### config.mk
export PLATFORM = sky130hd
export DESIGN_NAME = seq_detector_flat
export DESIGN_NICKNAME = d
export VERILOG_FILES = /design/src/rtl/seq_detector_if.sv /design/src/rtl/seq_detector.sv /design/src/flat_wrapper.sv
export SDC_FILE = /design/constraint.sdc
export NUM_CORES = 1
export LEC_CHECK = 0
export ABC_AREA = 1
export BUFFER_PORTS_ARGS = -buffer_cell sky130_fd_sc_hd__buf_2
export CAP_MARGIN = 20
export CORE_ASPECT_RATIO = 0.9
export CORE_MARGIN = 3
export CORE_UTILIZATION = 33
export DETAILED_ROUTE_END_ITERATION = 6
export GPL_TIMING_DRIVEN = 0
export SLEW_MARGIN = 0
export SYNTH_ARGS = -nofsm -noshare
export SYNTH_HDL_FRONTEND = slang
export SYNTH_SLANG_ARGS = --single-unit
### constraint.sdc
create_clock -name clk -period 2 [get_ports clk]
set_input_delay 0.4 -clock clk [delete_from_list [all_inputs] [get_ports clk]]
set_output_delay 0.4 -clock clk [all_outputs]
set_load 0.1 [all_outputs]
### src/rtl/seq_detector_if.sv
// Serial-sample bus of the pattern detector: qualified input bit and clear towards
// the detector, detection pulse and match statistics back from it.
interface seq_detector_if #(
   parameter int CNT_W = 8
);
   logic             en;
   logic             in;
   logic             clr;
   logic             smOut;
   logic             armed;
   logic [CNT_W-1:0] match_cnt;
   logic             sat;

   // master drives samples (conditioning logic), slave is the detector
   modport master (output en, output in, output clr,
                   input smOut, input armed, input match_cnt, input sat);
   modport slave  (input en, input in, input clr,
                   output smOut, output armed, output match_cnt, output sat);
endinterface

### src/rtl/seq_detector.sv
// Moore-style serial pattern detector: matches the last LEN accepted bits against
// PATTERN, stretches each hit into a PULSE_W-cycle pulse and counts hits (saturating).
module seq_detector #(
   parameter int             LEN     = 4,
   parameter logic [LEN-1:0] PATTERN = 4'b1011,
   parameter bit             OVERLAP = 1'b1,
   parameter int             PULSE_W = 1,
   parameter int             CNT_W   = 8
) (
   input  logic         clk,
   input  logic         rst,
   seq_detector_if.slave bus
);
   localparam int FILL_W = $clog2(LEN + 1);
   localparam int PW_W   = $clog2(PULSE_W + 1);
   localparam logic [CNT_W-1:0] CNT_MAX = {CNT_W{1'b1}};

   typedef enum logic {S_FILL, S_ARMED} state_e;

   state_e              state_q, state_d;
   logic [FILL_W-1:0]   fill_q, fill_d;
   // only the LEN-1 newest bits are kept; the oldest bit of a window is never needed later
   logic [LEN-2:0]      hist_q, hist_d;
   logic [PW_W-1:0]     pulse_q, pulse_d;
   logic                smout_q, smout_d;
   logic                armed_q, armed_d;
   logic [CNT_W-1:0]    cnt_q, cnt_d;
   logic                sat_q, sat_d;

   logic [LEN-1:0]      window;
   logic                match;

   assign window = {hist_q, bus.in};
   // the filling sample itself may complete a match
   assign match  = bus.en && (window == PATTERN) &&
                   ((state_q == S_ARMED) || (fill_q == FILL_W'(LEN - 1)));

   always_comb begin
      state_d = state_q;
      fill_d  = fill_q;
      hist_d  = hist_q;
      pulse_d = pulse_q;
      cnt_d   = cnt_q;
      sat_d   = sat_q;

      if (bus.en) begin
         hist_d = window[LEN-2:0];
         if (fill_q != FILL_W'(LEN)) fill_d = fill_q + 1'b1;
      end

      case (state_q)
         S_FILL:  if (bus.en && (fill_q == FILL_W'(LEN - 1))) state_d = S_ARMED;
         S_ARMED: state_d = S_ARMED;
         default: state_d = S_FILL;
      endcase

      if (match && !OVERLAP) begin
         state_d = S_FILL;
         fill_d  = '0;
         hist_d  = '0;
      end

      // a new hit while stretching restarts the full pulse width
      if (match)                pulse_d = PW_W'(PULSE_W);
      else if (pulse_q != '0)   pulse_d = pulse_q - 1'b1;

      if (bus.clr) begin
         cnt_d = '0;
         sat_d = 1'b0;
      end else begin
         if (match && (cnt_q != CNT_MAX)) cnt_d = cnt_q + 1'b1;
         if (cnt_d == CNT_MAX)            sat_d = 1'b1;
      end

      smout_d = (pulse_d != '0);
      armed_d = (state_d == S_ARMED);
   end

   always_ff @(posedge clk) begin
      if (rst) begin
         state_q <= S_FILL;
         fill_q  <= '0;
         hist_q  <= '0;
         pulse_q <= '0;
         smout_q <= 1'b0;
         armed_q <= 1'b0;
         cnt_q   <= '0;
         sat_q   <= 1'b0;
      end else begin
         state_q <= state_d;
         fill_q  <= fill_d;
         hist_q  <= hist_d;
         pulse_q <= pulse_d;
         smout_q <= smout_d;
         armed_q <= armed_d;
         cnt_q   <= cnt_d;
         sat_q   <= sat_d;
      end
   end

   assign bus.smOut     = smout_q;
   assign bus.armed     = armed_q;
   assign bus.match_cnt = cnt_q;
   assign bus.sat       = sat_q;
endmodule

### src/flat_wrapper.sv
// flat-port wrapper written by rule: the top's interface ports become plain ports
module seq_detector_flat 
#(
   parameter int             LEN     = 4,
   parameter logic [LEN-1:0] PATTERN = 4'b1011,
   parameter bit             OVERLAP = 1'b1,
   parameter int             PULSE_W = 1,
   parameter int             CNT_W   = 8
)
  (clk, rst, bus_en, bus_in, bus_clr, bus_smOut, bus_armed, bus_match_cnt, bus_sat);
  seq_detector_if #(.CNT_W(CNT_W)) bus_i ();
  input  logic clk;
  input  logic rst;
  input wire logic [$bits(bus_i.en)-1:0] bus_en;
  input wire logic [$bits(bus_i.in)-1:0] bus_in;
  input wire logic [$bits(bus_i.clr)-1:0] bus_clr;
  output wire logic [$bits(bus_i.smOut)-1:0] bus_smOut;
  output wire logic [$bits(bus_i.armed)-1:0] bus_armed;
  output wire logic [$bits(bus_i.match_cnt)-1:0] bus_match_cnt;
  output wire logic [$bits(bus_i.sat)-1:0] bus_sat;
  assign bus_i.en = bus_en;
  assign bus_i.in = bus_in;
  assign bus_i.clr = bus_clr;
  assign bus_smOut = bus_i.smOut;
  assign bus_armed = bus_i.armed;
  assign bus_match_cnt = bus_i.match_cnt;
  assign bus_sat = bus_i.sat;
  seq_detector #(.LEN(LEN), .PATTERN(PATTERN), .OVERLAP(OVERLAP), .PULSE_W(PULSE_W), .CNT_W(CNT_W)) u_core (.clk(clk), .rst(rst), .bus(bus_i));
endmodule
==> impl_summary.log <==
INFO  metric n_antenna_cell = 0
INFO  metric postCtsSetupRepairBufs = 0
INFO  metric pwrdens = 531.6 mW/mm²
INFO  metric post_route_cells_drive_above_1_share = 20.48%
INFO  metric min_path_cells = 2
INFO  metric rr_worst_depth = 12
INFO  metric cts_resized = 0
INFO  metric place.detailed.hpwl = 1536 µm
INFO  metric worst_ep_arrival_time = 2.00 ns
INFO  metric crit_required = 2.24 ns
INFO  metric maxClockFrequency = 0.5663 GHz
INFO  metric synth_cell_types = 22
INFO  metric placer_congestion_estimate = 0.8745
INFO  metric synth.yosys.warnings = 0
INFO  metric min_from = rst
INFO  metric reg2reg_setup_slack = 0.23 ns
INFO  metric critPathCaptureType = flip-flop
INFO  metric total_routing_resource_utilization_after_global_routing = 11.88%
INFO  metric layout.area.seq = 345.3 µm²
INFO  metric per_instance_average_area_after_synthesis = 6.622 µm²
INFO  metric floorplan.die.width = 63.25 µm
INFO  metric num-nets-final = 176
INFO  metric cellLeakagePower = 0.0005351 µW
INFO  metric fp.dieArea = 0.003638 mm²
INFO  metric worstSetupPathType = flip-flop to flip-flop
INFO  metric postSynthRegisterBits = 17
INFO  metric leading_cell_type_in_the_layout_fill_and_taps_excluded = nand2_1
INFO  metric wirelength = between 1500 and 2000 µm
INFO  metric post_drt_via_cell_ratio = 4.437
INFO  metric timing.critical_path.from_type = flip-flop
INFO  metric cts.reportedPaths.clkPinSlew = 0.11 ns
INFO  metric critical-path-top-delay-family = simple AND/OR/NAND/NOR gates
INFO  metric skew = 0.004247 ns
INFO  metric final_core_utilization = roughly two fifths
INFO  metric count_of_buffers_inserted_at_the_top_level_ports = 15
INFO  metric end_of_the_worst_register_to_register_path = u_core.bus.sat
INFO  metric insertion_delay = 0.30 ns
INFO  metric design.portCount = 16
INFO  metric vias = 914
INFO  metric mapped_area = 973.4 µm²
INFO  metric grt_start_max_net_pins = 11
INFO  metric clock_tree.htree_level_count = 1
INFO  metric final_hold_viol_count = 0
INFO  metric first_pass_iters = 4
INFO  metric timing_worst_slew_pin_value = between 0.4 and 0.5 ns
INFO  metric final_cell_mix = nand2_1, inv_1, nor2_1, buf_2, dfxtp_1
INFO  metric ctsRootBufferMaster = clkbuf_4
INFO  metric ir_drop_worst_vdd = 0.1747 mV
INFO  metric overflow_left_after_global_routing = 0
INFO  metric worstHoldPathType = input port to flip-flop
INFO  metric first_iter_violations = 45
INFO  metric clock_tree.buffer_depth = 2
INFO  metric critPathMostFrequentCell = nand2_1
INFO  metric worst_path_maximum_fanout = 5
INFO  metric multi_input_comb_area = between 500 and 600 µm²
INFO  metric tritoncts = done
INFO  metric timing.critical_path.slowest_cell_delay = ~0.4 ns
INFO  metric cts_hold_buf = 0
INFO  metric fp.coreArea = 0.002770 mm²
INFO  metric drv_slew = 0
INFO  metric drc_errors = 0
INFO  metric die_h = between 50 and 60 µm
INFO  metric antenna_violations_before_repair = 0
INFO  metric max_cap_viol_count = 0
INFO  metric period_minus_slack = roughly 1.8 ns
INFO  metric setup_viol = 0
INFO  metric tritoncts_num_sinks = 17
INFO  metric netlist_instances = between 100 and 150
INFO  metric finalSetupTns = 0 ns
INFO  metric cts_buf_count = 3
INFO  metric cp_num_buf_inv = 0
INFO  metric rsz0062_at_grt = no
INFO  metric fp-row-count = 18
INFO  metric initial_utilization = a little over a third
INFO  metric fin_crit_sh = between 80 and 90%
INFO  metric yosysSeqAreaShare = between 30% and 40%
INFO  metric wire_length_per_cell_after_detailed_routing = 9.636 µm
INFO  metric ant_nets = 0
INFO  metric synth_fp_nets = 156
INFO  metric vias_in_the_first_global_route = about 800
INFO  metric slew_headroom = a little under 70%
INFO  metric run_status = completed
INFO  metric areaGrowthSynthToFinish = 16.19%
INFO  metric timing.critical_path.slowest_stage_cell = dfxtp_1
INFO  metric fillCellCount = 319
INFO  metric holdPathEnd = u_core.pulse_q
INFO  metric reg2reg_from = u_core.fill_q[0]
INFO  metric critical_path.cell_chain = ha_1 > ha_1 > nor2_1 > nor2_1 > nand2_1 > nor2_4 > nand2_1 > nand2_1 > nand2_1 > nor2_1 > nand2_1 > a21oi_2
INFO  metric grt_first_pass_wirelength = between 3000 and 4000 µm
[sequential cells by signal, indices dropped and copies added, names as in the netlist]
register and cells:
u_core.bus.sat 1, u_core.fill_q 3, u_core.state_q 1, u_core.pulse_q 1, u_core.bus.match_cnt 8, u_core.hist_q 3
[synth_stat cells]
master    instances  area share [%]
buf_4             1            0.77
buf_1             1            0.39
nand4_1           1            0.64
a211oi_1          1            0.77
o211ai_1          1            0.77
nand3b_1          2             1.5
nor2_1           15             5.8
xor2_1            1            0.90
o21ai_0           6             3.1
nand2_1          51              20
a21oi_2           1            0.90
dfxtp_1          17              35
inv_2             2            0.77
or2_2             1            0.64
a21oi_1          12             6.2
nand3_4           1             1.8
nand2_4           1             1.2
inv_1            18             6.9
nand3_1           6             3.1
ha_1              4             5.1
nand2_2           1            0.64
nor2_4            3             3.5
[stage by stage]
stage	power [µW]	area, µm²	hold slack [ns]	std cells	worst slack (ns)
after detailed placement	409.9	1104	0.4501	202	0.2748
after global routing	627.9	1131	0.3074	206	0.03746
after CTS	602.1	1131	0.3000	206	0.2273
after global placement	406.8	1104	0.4500	202	0.2807
final	601.2	1131	0.3042	206	0.2341
after floorplan	394.7	978.4	0.4473	147	0.01189
[worst max-delay path by stage]
stage	from	to	slack, ns	depth (start not counted)
floorplan	u_core.bus.match_cnt[4]	u_core.bus.sat	0.01	10
CTS	u_core.fill_q[0]	u_core.bus.sat	0.23	12
detailed placement	u_core.fill_q[0]	u_core.bus.sat	0.27	12
global placement	u_core.fill_q[0]	u_core.bus.sat	0.28	12
finish	u_core.fill_q[0]	u_core.bus.sat	0.23	12
global route	u_core.fill_q[0]	u_core.bus.sat	0.04	12
[kinds of logic after synthesis]
logic type / synth area share, %
adders and majority gates: 5.142
xor gates and xnor gates: 0.8999
DFF: 34.96
and+or+nand+nor: 38.43
buffers and inverters: 8.869
AOI/OAI and AO/OA: 11.70
[power breakdown]
| group | switching, µW | internal, µW |
|---|---|---|
| combinational | 28.4 | 16.9 |
| sequential | 8.19 | 348 |
| clock | 125 | 74.5 |
[per-layer routing]
metal	track usage, %	routed length, µm	vias up
li1	-	-	498
met1	15.78	991	402
met2	19.10	909	10
met3	1.772	51	4
met4	5.538	34	0
met5	0	0	-
[area by class of cell]
type | instances | share of cell area, %
multi-input combinational | 108 | 48.34
sequential | 17 | 30.53
timing repair buffer | 15 | 6.637
inverter | 20 | 6.637
tap | 40 | 4.425
clock buffer | 3 | 1.991
buffer | 2 | 0.9956
clock inverter | 1 | 0.4425
Power figures use the tool's default switching activity.
